$ cat config.mk
export PLATFORM = sky130hd
export DESIGN_NAME = clk_ratio_gen_flat
export DESIGN_NICKNAME = d
export VERILOG_FILES = /design/src/rtl/clk_ratio_gen_if.sv /design/src/rtl/clk_ratio_gen.sv /design/src/flat_wrapper.sv
export SDC_FILE = /design/constraint.sdc
export NUM_CORES = 1
export LEC_CHECK = 0
export BUFFER_PORTS_ARGS = -buffer_cell sky130_fd_sc_hd__buf_2
export CORE_AREA = 2 2 70 79
export DETAILED_ROUTE_END_ITERATION = 8
export DIE_AREA = 0 0 72 81
export PLACE_DENSITY = 0.78
export SLEW_MARGIN = 20
export SYNTH_ARGS = -nofsm -noshare
export SYNTH_HDL_FRONTEND = slang
export SYNTH_SLANG_ARGS = --single-unit
$ cat constraint.sdc
create_clock -name gclk -period 3.76 [get_ports gclk]
set_clock_uncertainty 0.1 [all_clocks]
set_input_delay 0.188 -clock gclk [delete_from_list [all_inputs] [get_ports gclk]]
set_output_delay 0.188 -clock gclk [all_outputs]
set_load 0.01 [all_outputs]
$ cat src/rtl/clk_ratio_gen_if.sv
// clk_ratio_gen_if: control inputs and divided-clock/sync outputs of clk_ratio_gen.
interface clk_ratio_gen_if #(parameter int CNT_W = 5);
    logic             start;
    logic             ratio_ld;
    logic [CNT_W-1:0] ratio_jbus;
    logic [CNT_W-1:0] ratio_ddr;
    logic             jbus_clk;
    logic             ddr_clk;
    logic             jbus_tx_sync;
    logic             ddr_tx_sync;
    logic             jbus_rx_sync;
    logic             ddr_rx_sync;
    logic             align;
    logic             running;
    logic             ratio_err;
    modport master (
        output start, ratio_ld, ratio_jbus, ratio_ddr,
        input  jbus_clk, ddr_clk, jbus_tx_sync, ddr_tx_sync, jbus_rx_sync, ddr_rx_sync,
               align, running, ratio_err
    );
    modport slave (
        input  start, ratio_ld, ratio_jbus, ratio_ddr,
        output jbus_clk, ddr_clk, jbus_tx_sync, ddr_tx_sync, jbus_rx_sync, ddr_rx_sync,
               align, running, ratio_err
    );
endinterface

$ cat src/rtl/clk_ratio_gen.sv
// clk_ratio_gen: divides gclk into JBUS and DDR clock levels with sync pulses,
// glitch-free ratio changes at period boundaries and an orderly per-domain stop.
module clk_ratio_gen #(parameter int CNT_W = 5) (
    input logic           gclk,
    input logic           arst_l,
    clk_ratio_gen_if.slave bus
);
    typedef enum logic [1:0] {IDLE, ARM, RUN, STOP} state_t;
    state_t state_q, state_d;
    logic [CNT_W-1:0] cnt_jb_q, cnt_jb_d, cnt_dr_q, cnt_dr_d;
    logic [CNT_W-1:0] act_jb_q, act_jb_d, act_dr_q, act_dr_d;
    logic [CNT_W-1:0] pend_jb_q, pend_jb_d, pend_dr_q, pend_dr_d, ld_jb, ld_dr;
    logic pv_jb_q, pv_jb_d, pv_dr_q, pv_dr_d, frz_jb_q, frz_jb_d, frz_dr_q, frz_dr_d;
    logic err_q, err_d, run_q, idle_q, stopping, wrap_jb, wrap_dr, run_d, live_jb, live_dr;
    logic [7:0] out_q, out_d;

    always_comb begin
        run_q    = state_q == RUN || state_q == STOP;
        idle_q   = state_q == IDLE;
        stopping = run_q && !bus.start;
        ld_jb    = bus.ratio_jbus < CNT_W'(2) ? CNT_W'(2) : bus.ratio_jbus;
        ld_dr    = bus.ratio_ddr < CNT_W'(2) ? CNT_W'(2) : bus.ratio_ddr;
        err_d    = err_q | (bus.ratio_ld && (bus.ratio_jbus < CNT_W'(2) || bus.ratio_ddr < CNT_W'(2)));
        wrap_jb  = run_q && !frz_jb_q && cnt_jb_q == act_jb_q - CNT_W'(1);
        wrap_dr  = run_q && !frz_dr_q && cnt_dr_q == act_dr_q - CNT_W'(1);
        // a frozen domain rejoins only when the other wraps, so both restart from 0 together
        frz_jb_d = run_q && (frz_jb_q ? !(bus.start && wrap_dr) : wrap_jb && stopping);
        frz_dr_d = run_q && (frz_dr_q ? !(bus.start && wrap_jb) : wrap_dr && stopping);
        cnt_jb_d = (!run_q || frz_jb_q || wrap_jb) ? '0 : cnt_jb_q + CNT_W'(1);
        cnt_dr_d = (!run_q || frz_dr_q || wrap_dr) ? '0 : cnt_dr_q + CNT_W'(1);
        act_jb_d = idle_q ? (bus.ratio_ld ? ld_jb : pv_jb_q ? pend_jb_q : act_jb_q)
                          : (wrap_jb && pv_jb_q ? pend_jb_q : act_jb_q);
        act_dr_d = idle_q ? (bus.ratio_ld ? ld_dr : pv_dr_q ? pend_dr_q : act_dr_q)
                          : (wrap_dr && pv_dr_q ? pend_dr_q : act_dr_q);
        pend_jb_d = bus.ratio_ld && !idle_q ? ld_jb : pend_jb_q;
        pend_dr_d = bus.ratio_ld && !idle_q ? ld_dr : pend_dr_q;
        // a load coinciding with a wrap stays pending for the following wrap
        pv_jb_d  = !idle_q && (bus.ratio_ld || (pv_jb_q && !wrap_jb));
        pv_dr_d  = !idle_q && (bus.ratio_ld || (pv_dr_q && !wrap_dr));
        state_d  = idle_q ? (bus.start ? ARM : IDLE)
                 : state_q == ARM ? (bus.start ? RUN : IDLE)
                 : (frz_jb_d && frz_dr_d) ? IDLE : bus.start ? RUN : STOP;
        run_d    = state_d == RUN || state_d == STOP;
        live_jb  = run_d && !frz_jb_d;
        live_dr  = run_d && !frz_dr_d;
        out_d    = {live_jb && cnt_jb_d < (act_jb_d >> 1),
                    live_dr && cnt_dr_d < (act_dr_d >> 1),
                    live_jb && cnt_jb_d == '0,
                    live_jb && cnt_jb_d == act_jb_d - CNT_W'(1),
                    live_dr && cnt_dr_d == '0,
                    live_dr && cnt_dr_d == act_dr_d - CNT_W'(1),
                    state_d == RUN && live_jb && live_dr && cnt_jb_d == '0 && cnt_dr_d == '0,
                    run_d};
    end

    always_ff @(posedge gclk or negedge arst_l) begin
        if (!arst_l) begin
            state_q   <= IDLE;
            cnt_jb_q  <= '0;
            cnt_dr_q  <= '0;
            act_jb_q  <= CNT_W'(2);
            act_dr_q  <= CNT_W'(2);
            pend_jb_q <= CNT_W'(2);
            pend_dr_q <= CNT_W'(2);
            pv_jb_q   <= 1'b0;
            pv_dr_q   <= 1'b0;
            frz_jb_q  <= 1'b0;
            frz_dr_q  <= 1'b0;
            err_q     <= 1'b0;
            out_q     <= '0;
        end else begin
            state_q   <= state_d;
            cnt_jb_q  <= cnt_jb_d;
            cnt_dr_q  <= cnt_dr_d;
            act_jb_q  <= act_jb_d;
            act_dr_q  <= act_dr_d;
            pend_jb_q <= pend_jb_d;
            pend_dr_q <= pend_dr_d;
            pv_jb_q   <= pv_jb_d;
            pv_dr_q   <= pv_dr_d;
            frz_jb_q  <= frz_jb_d;
            frz_dr_q  <= frz_dr_d;
            err_q     <= err_d;
            out_q     <= out_d;
        end
    end

    assign {bus.jbus_clk, bus.ddr_clk, bus.jbus_tx_sync, bus.jbus_rx_sync,
            bus.ddr_tx_sync, bus.ddr_rx_sync, bus.align, bus.running} = out_q;
    assign bus.ratio_err = err_q;
endmodule

$ cat src/flat_wrapper.sv
// flat-port wrapper written by rule: the top's interface ports become plain ports
module clk_ratio_gen_flat 
#(parameter int CNT_W = 5)
  (gclk, arst_l, bus_start, bus_ratio_ld, bus_ratio_jbus, bus_ratio_ddr, bus_jbus_clk, bus_ddr_clk, bus_jbus_tx_sync, bus_ddr_tx_sync, bus_jbus_rx_sync, bus_ddr_rx_sync, bus_align, bus_running, bus_ratio_err);
  clk_ratio_gen_if #(.CNT_W(CNT_W)) bus_i ();
  input logic gclk;
  input logic arst_l;
  input wire logic [$bits(bus_i.start)-1:0] bus_start;
  input wire logic [$bits(bus_i.ratio_ld)-1:0] bus_ratio_ld;
  input wire logic [$bits(bus_i.ratio_jbus)-1:0] bus_ratio_jbus;
  input wire logic [$bits(bus_i.ratio_ddr)-1:0] bus_ratio_ddr;
  output wire logic [$bits(bus_i.jbus_clk)-1:0] bus_jbus_clk;
  output wire logic [$bits(bus_i.ddr_clk)-1:0] bus_ddr_clk;
  output wire logic [$bits(bus_i.jbus_tx_sync)-1:0] bus_jbus_tx_sync;
  output wire logic [$bits(bus_i.ddr_tx_sync)-1:0] bus_ddr_tx_sync;
  output wire logic [$bits(bus_i.jbus_rx_sync)-1:0] bus_jbus_rx_sync;
  output wire logic [$bits(bus_i.ddr_rx_sync)-1:0] bus_ddr_rx_sync;
  output wire logic [$bits(bus_i.align)-1:0] bus_align;
  output wire logic [$bits(bus_i.running)-1:0] bus_running;
  output wire logic [$bits(bus_i.ratio_err)-1:0] bus_ratio_err;
  assign bus_i.start = bus_start;
  assign bus_i.ratio_ld = bus_ratio_ld;
  assign bus_i.ratio_jbus = bus_ratio_jbus;
  assign bus_i.ratio_ddr = bus_ratio_ddr;
  assign bus_jbus_clk = bus_i.jbus_clk;
  assign bus_ddr_clk = bus_i.ddr_clk;
  assign bus_jbus_tx_sync = bus_i.jbus_tx_sync;
  assign bus_ddr_tx_sync = bus_i.ddr_tx_sync;
  assign bus_jbus_rx_sync = bus_i.jbus_rx_sync;
  assign bus_ddr_rx_sync = bus_i.ddr_rx_sync;
  assign bus_align = bus_i.align;
  assign bus_running = bus_i.running;
  assign bus_ratio_err = bus_i.ratio_err;
  clk_ratio_gen #(.CNT_W(CNT_W)) u_core (.gclk(gclk), .arst_l(arst_l), .bus(bus_i));
endmodule
==> impl_metrics.yaml <==
cts:
  root_buffer: "clkbuf_8"
  worstSkewPairLatency_ns: 0.30
  cts_max_level: 2
  clockBufferDepth: 2
  numCtsBuffers: 5
  clk_pin_slew_worst_paths_ns: 0.09
  cts_tree: "built"
  clock_sinks: 45
worst_setup_path:
  reg2reg_from: "u_core.act_dr_q[1]"
  start_kind: "flop"
  cp_max_fo: 7
  regToRegSetupSlack_ns: 0.35
  startpoint: "u_core.act_dr_q[1]"
  path_buf_inv: 1
  cpPeakStageDelay_ns: 0.56
  crit_arrival_ns: 3.53
  endpoint_kind: "flop"
  crit_chain: "inv_1 -> ha_1 -> xnor2_1 -> a211o_1 -> a211oi_4 -> nor2_1 -> a211oi_1 -> ha_1 -> nand2_1 -> or3_1 -> and4_1 -> a211oi_2"
  crit_path_frequent_cell: "ha_1"
  crit_slowest_cell: "dfstp_2"
  crit_family: "compound AO/OA/AOI/OAI gates"
  required_ns: 3.88
  path_class: "reg -> reg"
floorplanning:
  fp.dieW_um: 72
  initial_core_util_pct: 56.7
  num_rows: 28
  die-area_um2: 5830
  core_um2: 5150
  fp.dieH_um: 81
  ios: 23
pwr:
  cellLeakagePower_nw: 1.46
  p_per_area_nw_per_um2: 940
  ir_worst_vdd_uv: 472
timing:
  fin_crit_ns: 3.41
  fin_crit_sh_pct: 90.8
  final_max_slew_viol_count: 0
  maxClockFrequency_mhz: 293
  hold_violations: 0
  setup_viol_count_final: 0
  slew_headroom_pct: 58.0
  tns_ns: 0
  rsz0062_at_grt: "false"
  worstMarginPinSlew_ns: 0.614
finish:
  layout.nets: 364
  drive_above_1_share_pct: 16.5
  design_area_um2: 3240
  diodes: 0
  syn_to_final_growth_pct: 10.8
routing:
  postRouteAntennaNets: 0
  vias: 2405
  drt_iter0_drc: 105
  avgRoutedWirePerCell_um: 16.5
  drt_first_pass_iters: 4
  post_drt_via_cell_ratio: 6.03
  drt-total-wl_um: 6600
  drc: 0
logic_synthesis:
  synth_area_um2: 2920
  synth_top_area_share_pct: 35.1
  synthesis.nets: 340
  yosysMostFrequentCell: "dfrtp_1"
  ys_top_cells_by_count: "41 x dfrtp_1, 33 x nor2_1, 25 x inv_1"
  async_reset_ff_share_pct: 100
  synth_cell_types: 63
  synth_area_per_cell_um2: 9.30
  synth_edf_count: 0
  yosys.area.top_type: "dfrtp_1"
  synth_flop_cell: "dfrtp_1"
  yosys_warnings: 0
  netlist_instances: 314
  ys_ff_latch: 45
  ys_seq_area_share_pct: 38.7
  synth_area_leaders: "dfrtp_1 35%, ha_1 5.1%, xnor2_1 4.5%"
global_routing:
  grt_start_max_net_pins: 46
  track_usage_pct: 24.8
  grt-ovfl-total: 0
  grt_pass1_wl_um: 11300
  antenna_found_initial: 0
  grt_pass1_vias: 2468
placement:
  placed_area_um2: 3080
  hpwl_um: 5040
  gp_congestion: 0.875
  io_buffers: 22
hold_path:
  hold_start: "bus_ratio_jbus[2]"
  min_path_type: "in -> reg"
run:
  max-cap-violations: 0
run_status:
  outcome: "finished, final reports clean"
==> flip-flops by register name (all words and copies together), names as in the netlist, 2 cells and up <==
name / count
u_core.pend_jb_q: 5
u_core.cnt_jb_q: 5
u_core.state_q: 2
u_core.pend_dr_q: 5
u_core.cnt_dr_q: 5
u_core.act_jb_q: 5
u_core.out_q: 8
u_core.act_dr_q: 5
==> report_power, final <==
group          internal [W]  switching [W]
logic              0.000752       0.000986
clock network      0.000264       0.000168
registers          0.000669       0.000203
total               0.00169        0.00136
==> timing repair <==
item	CTS	global route
endpoints found under the hold margin	41	0
buffers inserted	0	0
endpoints found under the setup margin	0	1
hold buffers	1	0
gates resized for setup	0	1
==> metrics by stage <==
step,setup WS (ns),power (W),utilization [%],hold WS (ns),cells
floorplan,0.480,0.00217,-,-0.208,314
global placement,0.349,0.00252,59.9,0.304,390
detailed placement,0.239,0.00260,59.9,0.316,390
CTS,0.216,0.00304,62.7,0.0447,399
global route,0.144,0.00330,62.9,0.0467,399
finish,0.347,0.00304,62.9,0.0459,399
==> final timing paths <==
kind	to	cells after the start
setup reg to reg	u_core.out_q[2]	12
max in group asynchronous	u_core.pend_dr_q[3]	2
min in group asynchronous	u_core.out_q[7]	2
hold reg to reg	u_core.bus.ratio_err	1
setup / recovery	u_core.out_q[2]	12
hold / removal	u_core.pend_jb_q[2]	2
==> area by class of cell <==
| type | instances | area (um^2) |
|---|---|---|
| fillers | 442 | 1910 |
| multi-input cells | 234 | 1650 |
| flip-flops and latches | 45 | 1130 |
| repair buffers | 27 | 153 |
| inverters | 25 | 93.8 |
| well taps | 60 | 75.1 |
| clock buffers | 5 | 68.8 |
| clock inverters | 3 | 65.1 |
==> cells by family (layout without fill, tap and decap cells) <==
| family | count (synthesis) | in the layout | share of synthesized area (%) |
|---|---|---|---|
| xor gates and xnor gates | 26 | 26 | 7.80 |
| and+or+nand+nor | 104 | 104 | 18.5 |
| DFF | 45 | 45 | 38.7 |
| AOI/OAI and AO/OA | 78 | 78 | 19.8 |
| muxes | 14 | 14 | 5.06 |
| buffers and inverters | 35 | 60 | 4.97 |
| adders and majority gates | 12 | 12 | 5.14 |
==> placed cells by master (no fill, tap or decap), drive strengths merged, types with 8 or more instances in the layout <==
cell and n:
a21oi 12, inv 25, nor2 33, xor2 11, dfrtp 41, o21ai 15, nand2 19, ha 12
xnor2 15, a211oi 15, buf 26, mux2i 8
==> routing by layer <==
| layer | share of wire, % | global-route usage (%) | wire length (um) | up-vias |
|---|---|---|---|---|
| met4 | 2.1 | 9.25 | 140 | 0 |
| met1 | 42 | 29.4 | 2790 | 1184 |
| met5 | 0 | 0 | 0 | - |
| met2 | 54 | 45.4 | 3560 | 30 |
| li1 | - | - | - | 1176 |
| met3 | 1.7 | 3.47 | 110 | 15 |
(Power assumes the default switching activity.)
